==> src/rtl/edge_packet_injector.sv <==
// rtl/edge_packet_injector.sv - credit-throttled, duty-cycled packet source for one core edge port
module edge_packet_injector #(
    parameter int X_WIDTH       = 5,
    parameter int ADDR_BITS     = 3,
    parameter int SERIAL_BITS   = 16,
    parameter int TRAFFIC       = 10,
    parameter int TRAFFIC_PHASE = 0,
    parameter int START_INDEX   = 0,
    parameter int BUFFER_DEPTH  = 4
) (
    input  logic                                 clk,
    input  logic                                 reset,
    input  logic                                 start_din,
    input  logic [SERIAL_BITS-1:0]               quota_din,
    input  logic                                 credit_din,
    output logic [4*ADDR_BITS+SERIAL_BITS-1:0]   channel_dout,
    output logic                                 valid_dout,
    output logic                                 busy_dout,
    output logic                                 done_dout,
    output logic [SERIAL_BITS-1:0]               sent_count_dout,
    output logic                                 credit_error_dout
);

    localparam int CW = $clog2(BUFFER_DEPTH + 1);
    localparam logic [3:0]    TRAFFIC_L = 4'(TRAFFIC);
    localparam logic [3:0]    PHASE_L   = 4'(TRAFFIC_PHASE);
    localparam logic [3:0]    INDEX_L   = 4'(START_INDEX);
    localparam logic [CW-1:0] DEPTH_L   = CW'(BUFFER_DEPTH);

    typedef enum logic [1:0] {IDLE, RUN, DONE} state_t;

    state_t                  state, state_nxt;
    logic [3:0]              arb, idx;
    logic [SERIAL_BITS-1:0]  quota, serial, sent;
    logic [CW-1:0]           credits;
    logic                    inject, last_inject;
    logic [ADDR_BITS-1:0]    def_x, def_y, gate_x, gate_y;

    assign inject          = (state == RUN) && (arb < TRAFFIC_L) && (credits != '0);
    assign last_inject     = inject && ((sent + SERIAL_BITS'(1)) == quota);
    assign sent_count_dout = sent;

    // Destination table; the x range 1..X_WIDTH is baked into the constants.
    always_comb begin
        def_x  = ADDR_BITS'(1);
        gate_y = ADDR_BITS'(1);
        case (idx)
            4'd0:    begin def_x = ADDR_BITS'(1);       gate_y = ADDR_BITS'(1); end
            4'd1:    begin def_x = ADDR_BITS'(X_WIDTH); gate_y = ADDR_BITS'(2); end
            4'd2:    begin def_x = ADDR_BITS'(2);       gate_y = ADDR_BITS'(3); end
            4'd3:    begin def_x = ADDR_BITS'(4);       gate_y = ADDR_BITS'(4); end
            4'd4:    begin def_x = ADDR_BITS'(3);       gate_y = ADDR_BITS'(5); end
            4'd5:    begin def_x = ADDR_BITS'(3);       gate_y = ADDR_BITS'(5); end
            4'd6:    begin def_x = ADDR_BITS'(4);       gate_y = ADDR_BITS'(4); end
            4'd7:    begin def_x = ADDR_BITS'(2);       gate_y = ADDR_BITS'(3); end
            4'd8:    begin def_x = ADDR_BITS'(X_WIDTH); gate_y = ADDR_BITS'(2); end
            4'd9:    begin def_x = ADDR_BITS'(1);       gate_y = ADDR_BITS'(1); end
            default: begin def_x = ADDR_BITS'(1);       gate_y = ADDR_BITS'(1); end
        endcase
        def_y  = idx[0] ? ADDR_BITS'(6) : ADDR_BITS'(0);
        gate_x = idx[0] ? ADDR_BITS'(X_WIDTH) : ADDR_BITS'(1);
    end

    always_ff @(posedge clk or negedge reset) begin
        if (!reset) begin
            state <= IDLE;
        end else begin
            state <= state_nxt;
        end
    end

    always_comb begin
        state_nxt = state;
        case (state)
            IDLE: if (start_din) state_nxt = (quota_din == '0) ? DONE : RUN;
            RUN:  if (last_inject) state_nxt = DONE;
            DONE: state_nxt = IDLE;
            default: state_nxt = IDLE;
        endcase
    end

    always_comb begin
        busy_dout = (state == RUN);
        done_dout = (state == DONE);
    end

    always_ff @(posedge clk or negedge reset) begin
        if (!reset) begin
            quota             <= '0;
            arb               <= PHASE_L;
            idx               <= INDEX_L;
            serial            <= '0;
            sent              <= '0;
            credits           <= DEPTH_L;
            channel_dout      <= '0;
            valid_dout        <= 1'b0;
            credit_error_dout <= 1'b0;
        end else begin
            if (state == IDLE && start_din) begin
                quota  <= quota_din;
                arb    <= PHASE_L;
                idx    <= INDEX_L;
                serial <= '0;
                sent   <= '0;
            end else if (state == RUN) begin
                arb <= (arb == 4'd9) ? 4'd0 : arb + 4'd1;
                idx <= (idx == 4'd9) ? 4'd0 : idx + 4'd1;
            end

            valid_dout <= inject;
            if (inject) begin
                channel_dout <= {def_x, def_y, gate_x, gate_y, serial};
                serial       <= serial + SERIAL_BITS'(1);
                sent         <= sent + SERIAL_BITS'(1);
            end

            // A return with no matching consumption at full credit means the router over-credited us.
            case ({inject, credit_din})
                2'b10: credits <= credits - CW'(1);
                2'b01: begin
                    if (credits == DEPTH_L) credit_error_dout <= 1'b1;
                    else                    credits <= credits + CW'(1);
                end
                default: credits <= credits;
            endcase
        end
    end

endmodule

==> config.mk <==
export PLATFORM = sky130hd
export DESIGN_NAME = edge_packet_injector
export DESIGN_NICKNAME = d
export VERILOG_FILES = /design/src/rtl/edge_packet_injector.sv
export SDC_FILE = /design/constraint.sdc
export NUM_CORES = 1
export LEC_CHECK = 0
export CORE_UTILIZATION = 55
export DETAILED_ROUTE_END_ITERATION = 10
export PLACE_DENSITY = 0.79
export SLEW_MARGIN = 20
export SYNTH_ARGS = -nofsm -noshare
export SYNTH_HDL_FRONTEND = slang
export SYNTH_SLANG_ARGS = --single-unit
==> constraint.sdc <==
create_clock -name clk -period 3.3 [get_ports clk]
set_clock_uncertainty 0.15 [all_clocks]
set_input_delay 0.99 -clock clk [delete_from_list [all_inputs] [get_ports clk]]
set_output_delay 0.99 -clock clk [all_outputs]
set_load 0.01 [all_outputs]
Word-level counts from Yosys, hierarchy flattened:

Memory sizes are Yosys's and may differ from the RTL's. A register that Yosys moved wholly into a read port is not among the register bits.
Cells that the tools add are included.

* eq/ne operators: 11
* reduce and logical (&&, ||, !) cells: 14
* multiplexer cells: 17
* $add $sub $neg: 6
* order comparisons: 1

Operator list (count)
* two-way mux 16 bit: 3
* adder 16 x 1 -> 16 bit, second input constant: 2
* two-way mux 4 bit: 6
* equality test 16 bit: 1
* logical NOT 16 bit: 1
* two-way mux 3 bit: 3
* adder 4 x 1 -> 4 bit, second input constant: 2
* equality test 4 bit, second input constant: 2
* two-way mux 2 bit: 3
* case mux 3 bit (2 select lines): 1
* AND reduction 2 bit: 3
* nonzero test 2 bit: 3
* equality test 2 x 1 -> 1 bit, second input constant: 2
* equality test 2 bit, second input constant: 2
* logical AND 1 bit: 4
* < comparator 4 bit, second input constant: 1
* != test 2 bit, second input constant: 2
* case mux 2 bit (2 select lines): 1
* adder 3 x 1 -> 3 bit, second input constant: 1
* equality test 3 bit, second input constant: 1
* nonzero test 3 bit: 1
* subtractor 3 x 1 -> 3 bit, second input constant: 1
* logical NOT 2 bit: 1
* != test 2 x 1 -> 1 bit, second input constant: 1
* logical NOT 1 bit: 1

* memories kept: 1
* output and inout bits: 48
* logic and storage cells: 60
* register bits after elaboration: 91
* memory bits (read-only): 96
* input port bits: 20

Memory list
* (no name shown): words 16, bits a word 6, rd ports 1, clocked after memory_dff 1, wr ports 0, line 47 `case (idx)`

Longest topological paths before layout:

Gate-level depths: netlist of run 1.

* depth after elaboration: 6
* mapped depth: 10
* gate-level depth less buffers: 8

Worst setup path before layout of run 1:

No wires, ideal clock.

* path kind: reg2reg
* start point: register credits[0]
* end point: register credits[2]
* cell stages (with the launch flop): 11
* data arrival time: 2586 ps
* slack: 476 ps
* buffers on the path: 2
* data required time: 3062 ps
* clock period less this slack: 2824 ps
* library setup time: 88 ps
* path through: dfrtp_1 nor3_1 or3_4 clkbuf_1 clkbuf_1 nand2_1 fa_1 or3_1 nand3_1 nand2_1 or3_1

* longest elaborated chain between the ends: 5
* elaborated cells on any way between the ends: 12
* classes of those cells: 2 x add/sub; 4 x eq/ne; 2 x mux; 4 x reduce/logical

Ends and longest elaborated chain
* from (decl): line 35 `logic [CW-1:0] credits;`
* from (signal assigned): line 119 `2'b10: credits <= credits - CW'(1);`
* from (signal assigned): line 122 `else credits <= credits + CW'(1);`
* from (signal assigned): line 124 `default: credits <= credits;`
* parallel branches: the longest is 5 deep, another holds adder 3 x 1 -> 3 bit

Parallel ways; which one is timed is not known. The select of a mux whose other input is x is not followed.
A chain may end at the register's enable or synchronous reset.

Worst setup path after layout of run 1:

* start point: register state[1]
* end point: output port busy_dout

* longest elaborated chain between the ends: 1

Ends and longest elaborated chain
* from (decl): line 32 `state_t state, state_nxt;`
* from (signal assigned): line 68 `state <= state_nxt;`
* equality test 2 x 1 -> 1 bit: line 83 `busy_dout = (state == RUN);`
* to (decl): line 18 `output logic busy_dout,`

No other way between the ends.

==> impl_summary.log, run 1 <==
INFO  metric r2r_end = state[0]$_DFFE_PN0P_
INFO  metric grt_util_all_layers = 24.7%
INFO  metric period_share = 88.3%
INFO  metric syn_to_final_growth = 18.9%
INFO  metric numPortBuffers = 65
INFO  metric holdBufCountCts = 0
INFO  metric setup_viol = 0
INFO  metric vias = about 3.9k
INFO  metric synth_seq_area_share = between 40% and 50%
INFO  metric clockBufferDepth = 2
INFO  metric dieWidth = 93.3 um
INFO  metric setup_ws = 387 ps
INFO  metric holdPathEnd = channel_dout[19]$_DFFE_PN0P_
INFO  metric postSynthAreaPerCell = 8.92 um^2
INFO  metric worst_setup_path_end_kind = primary output
INFO  metric cp_data_required_time = 2160 ps
INFO  metric synth.lib_cells_used.distinct = 62
INFO  metric timing_hold_violations_final = 0
INFO  metric die_area = 8710 um^2
INFO  metric critical_path.startpoint_type = flip-flop
INFO  metric antenna_found_initial = 0
INFO  metric cells_resized_by_post_cts_repair = 0
INFO  metric number_of_clock_sinks = 87
INFO  metric number_of_fill_cells = roughly 620
INFO  metric via_per_inst = approximately 5.8
INFO  metric synth.cell_area = between 4000 and 5000 um^2
INFO  metric netSwitchingFraction = between 40% and 50%
INFO  metric timing.hold.worst_path_depth = 1
INFO  metric leakage_power = around 0.0024 uW
INFO  metric fraction_of_final_layout_cells_with_drive_strength_greater_than_1 = 7.18%
INFO  metric final_antenna_net_count = 0
INFO  metric area_post_placement = 5270 um^2
INFO  metric cts_setup_buffers = 0
INFO  metric finalWeightedCongestion = 0.873
INFO  metric cts_made_buffers = 9
INFO  metric place.detailed.hpwl = approximately 7200 um
INFO  metric final_core_util = 69.2%
INFO  metric cts.clk_slew.worst_paths = 90 ps
INFO  metric die_h = 93.3 um
INFO  metric tritoncts = yes
INFO  metric fmax = 343 MHz
INFO  metric place_worst_setup_slack = 295 ps
INFO  metric first_iter_violations = 285
INFO  metric first_global_vias = 3,599
INFO  metric ys.flop_type = dfrtp_1
INFO  metric power_switching = 1920 uW
INFO  metric vdd_ir_drop_max = 726 uV
INFO  metric timing_max_transition_violations_final = 0
INFO  metric p_total = 4590 uW
INFO  metric worst_skew_pair.late_latency = 360 ps
INFO  metric drt_wl_total = 10,200 um
INFO  metric power_density = 841 nW/um^2
INFO  metric synth_edf_count = 0
INFO  metric drt_pass1_iterations = 6
INFO  metric r2r_start = sent_count_dout[4]$_DFFE_PN0P_
INFO  metric p_comb_share = 44.9%
INFO  metric slew_headroom = roughly three fifths
INFO  metric hold_path_class = flip-flop to flip-flop
INFO  metric initial_utilization = slightly below 60%
INFO  metric outcome = completed
INFO  metric h-tree-depth = 3
INFO  metric count_of_nets_after_finishing = 595
INFO  metric r2r_setup_slack = 700 ps
INFO  metric grt_setup_unrepaired = false
INFO  metric avgRoutedWirePerCell = around 15 um
INFO  metric clock-root-buffer = clkbuf_8
INFO  metric r2r.worst_path.cells = 6
INFO  metric asyncSetResetFlopFracSynth = 100%
INFO  metric fin_setup_tns = 0 ps
INFO  metric grt_first_pass_wirelength = 16,700 um
INFO  metric timing_worst_setup_path_type = flip-flop to primary output
INFO  metric min-delay-start = channel_dout[19]$_DFFE_PN0P_
INFO  metric fp-row-count = 32
INFO  metric worstMarginPinSlew = 580 ps
INFO  metric clock_power_share = around 16%
INFO  metric timing.critical_path.fanout_max = 7
INFO  metric arr_time_crit_path = 1770 ps
INFO  metric antenna_cells = 0
INFO  metric core_region_area = 7890 um^2
INFO  metric grt-ovfl-total = 0
INFO  metric grt_start_max_net_pins = 53
INFO  metric maxCapViolCount = 0
INFO  metric stdcell_area = 5460 um^2
INFO  metric pwr-share-seq = slightly below 40%
INFO  metric final.min_clock_period = between 2000 and 3000 ps
INFO  metric postSynthRegisterBits = 87
INFO  metric detail_route.drc_violations = 0
INFO  metric synth_warn = 0
INFO  metric post_synth_inst_count = 514
INFO  metric internal_power = ~2700 uW
INFO  metric floorplan.io_pins = 68
power by group through the flow:
stage	sequential (uW)	combinational, uW	clock, uW
after CTS	1810	2080	728
after global placement	1810	2000	0
after floorplan	1760	1420	0
final	1810	2060	716
after global routing	1880	2300	774
after detailed placement	1830	2070	0
through the flow:
step | std cells | hold WS [ps]
floorplan | 515 | 295
global placement | 657 | 303
detailed placement | 657 | 304
CTS | 673 | 327
global route | 673 | 355
finish | 673 | 326
Yosys cell counts (5+ instances only):
| master | n | area (um^2) |
|---|---|---|
| nand2_1 | 134 | 503 |
| dfrtp_1 | 86 | 2150 |
| o21ai_0 | 51 | 255 |
| nand3_1 | 22 | 110 |
| nor2_1 | 22 | 82.6 |
| clkbuf_1 | 17 | 63.8 |
| xnor2_1 | 15 | 131 |
| a21oi_1 | 10 | 50.1 |
| nand4_1 | 10 | 62.6 |
| inv_1 | 9 | 33.8 |
| o31ai_1 | 9 | 67.6 |
| xor2_1 | 9 | 78.8 |
| ha_1 | 8 | 100 |
| nand2b_1 | 7 | 43.8 |
| nor3_1 | 7 | 35.0 |
| nor4_1 | 7 | 43.8 |
| buf_2 | 6 | 30.0 |
| a31oi_1 | 5 | 31.3 |
| buf_4 | 5 | 37.5 |
| mux2i_1 | 5 | 50.1 |
| or3_1 | 5 | 31.3 |
worst max path at each step:
stage,from,end,slack (ps),cells past startpoint
after floorplan,credits[0]$_DFFE_PN0P_,credits[2]$_DFFE_PN1P_,480,10
after global placement,credit_din,credits[2]$_DFFE_PN1P_,340,7
after detailed placement,credit_din,credits[2]$_DFFE_PN1P_,290,7
after CTS,state[1]$_DFFE_PN0P_,busy_dout,380,3
after global routing,state[1]$_DFFE_PN0P_,busy_dout,340,3
final,state[1]$_DFFE_PN0P_,busy_dout,390,3
per-layer routing:
| metal | share of wire (%) | routed length [um] | track usage, % |
|---|---|---|---|
| met2 | 47 | 4780 | 39.4 |
| met3 | 4.6 | 471 | 3.66 |
| met5 | 0 | 0 | 0 |
| met1 | 47 | 4740 | 34.2 |
| met4 | 1.8 | 180 | 8.97 |
state kept, by name (all words and copies together) (netlist names):
name,count
quota,16
channel_dout,24
credits,3
state,2
idx,4
sent_count_dout,16
serial,16
credit_error_dout,1
arb,4
valid_dout,1
final cells by class:
class	instances	area [um^2]	area share (%)
sequential	87	2180	39.9
multi-input combinational	385	2200	40.4
inverter	10	37.5	0.688
tap	102	128	2.34
timing repair buffer	73	721	13.2
clock buffer	10	138	2.52
clock inverter	6	51.3	0.940
kinds of logic (layout without fill, tap and decap cells):
logic type	after synthesis	after routing	share of synthesized area [%]
and+or+nand+nor	239	239	25.2
adders and majority gates	9	9	2.62
other	1	2	0.0818
xor gates and xnor gates	24	24	4.58
buffers and inverters	43	99	4.58
DFF	87	87	47.5
AOI/OAI and AO/OA	105	105	14.1
muxes	6	6	1.34
placed cells by master, fill, tap and decap left out, types with 2 or more instances in the layout:
master           instances
a21o_1                   2
a21oi_1                 10
a311oi_1                 2
a31oi_1                  5
and2_1                   4
and3_1                   2
buf_4                    8
clkbuf_8                10
clkdlybuf4s50_1         64
clkinv_4                 2
conb_1                   2
dfrtp_1                 86
ha_1                     8
inv_1                    9
inv_6                    3
mux2i_1                  5
nand2_1                134
nand2b_1                 7
nand3_1                 22
nand4_1                 10
nand4_2                  3
nor2_1                  22
nor3_1                   7
nor4_1                   7
nor4_2                   4
o21a_1                   4
o21ai_0                 51
o21ai_1                  4
o21bai_1                 2
o221ai_1                 2
o31ai_1                  9
o41ai_1                  3
or3_1                    5
xnor2_1                 15
xor2_1                   9
critical path: stages, from the launching register on:
cell             delay (ps)
dfrtp_1                 410
nand2b_4                180
inv_1                   230
clkdlybuf4s50_1         590
Note: power is estimated with default switching activity, not from simulation.
==> run 2, diff against run 1 <==
--- a/config.mk
+++ b/config.mk
@@ -6,6 +6,7 @@
 export NUM_CORES = 1
 export LEC_CHECK = 0
 export CORE_UTILIZATION = 55
+export CTS_CLUSTER_SIZE = 16
 export DETAILED_ROUTE_END_ITERATION = 10
 export PLACE_DENSITY = 0.79
 export SLEW_MARGIN = 20
==> results of run 2 <==
Same layout as run 1: the final DEF is identical, and so are final timing and power.
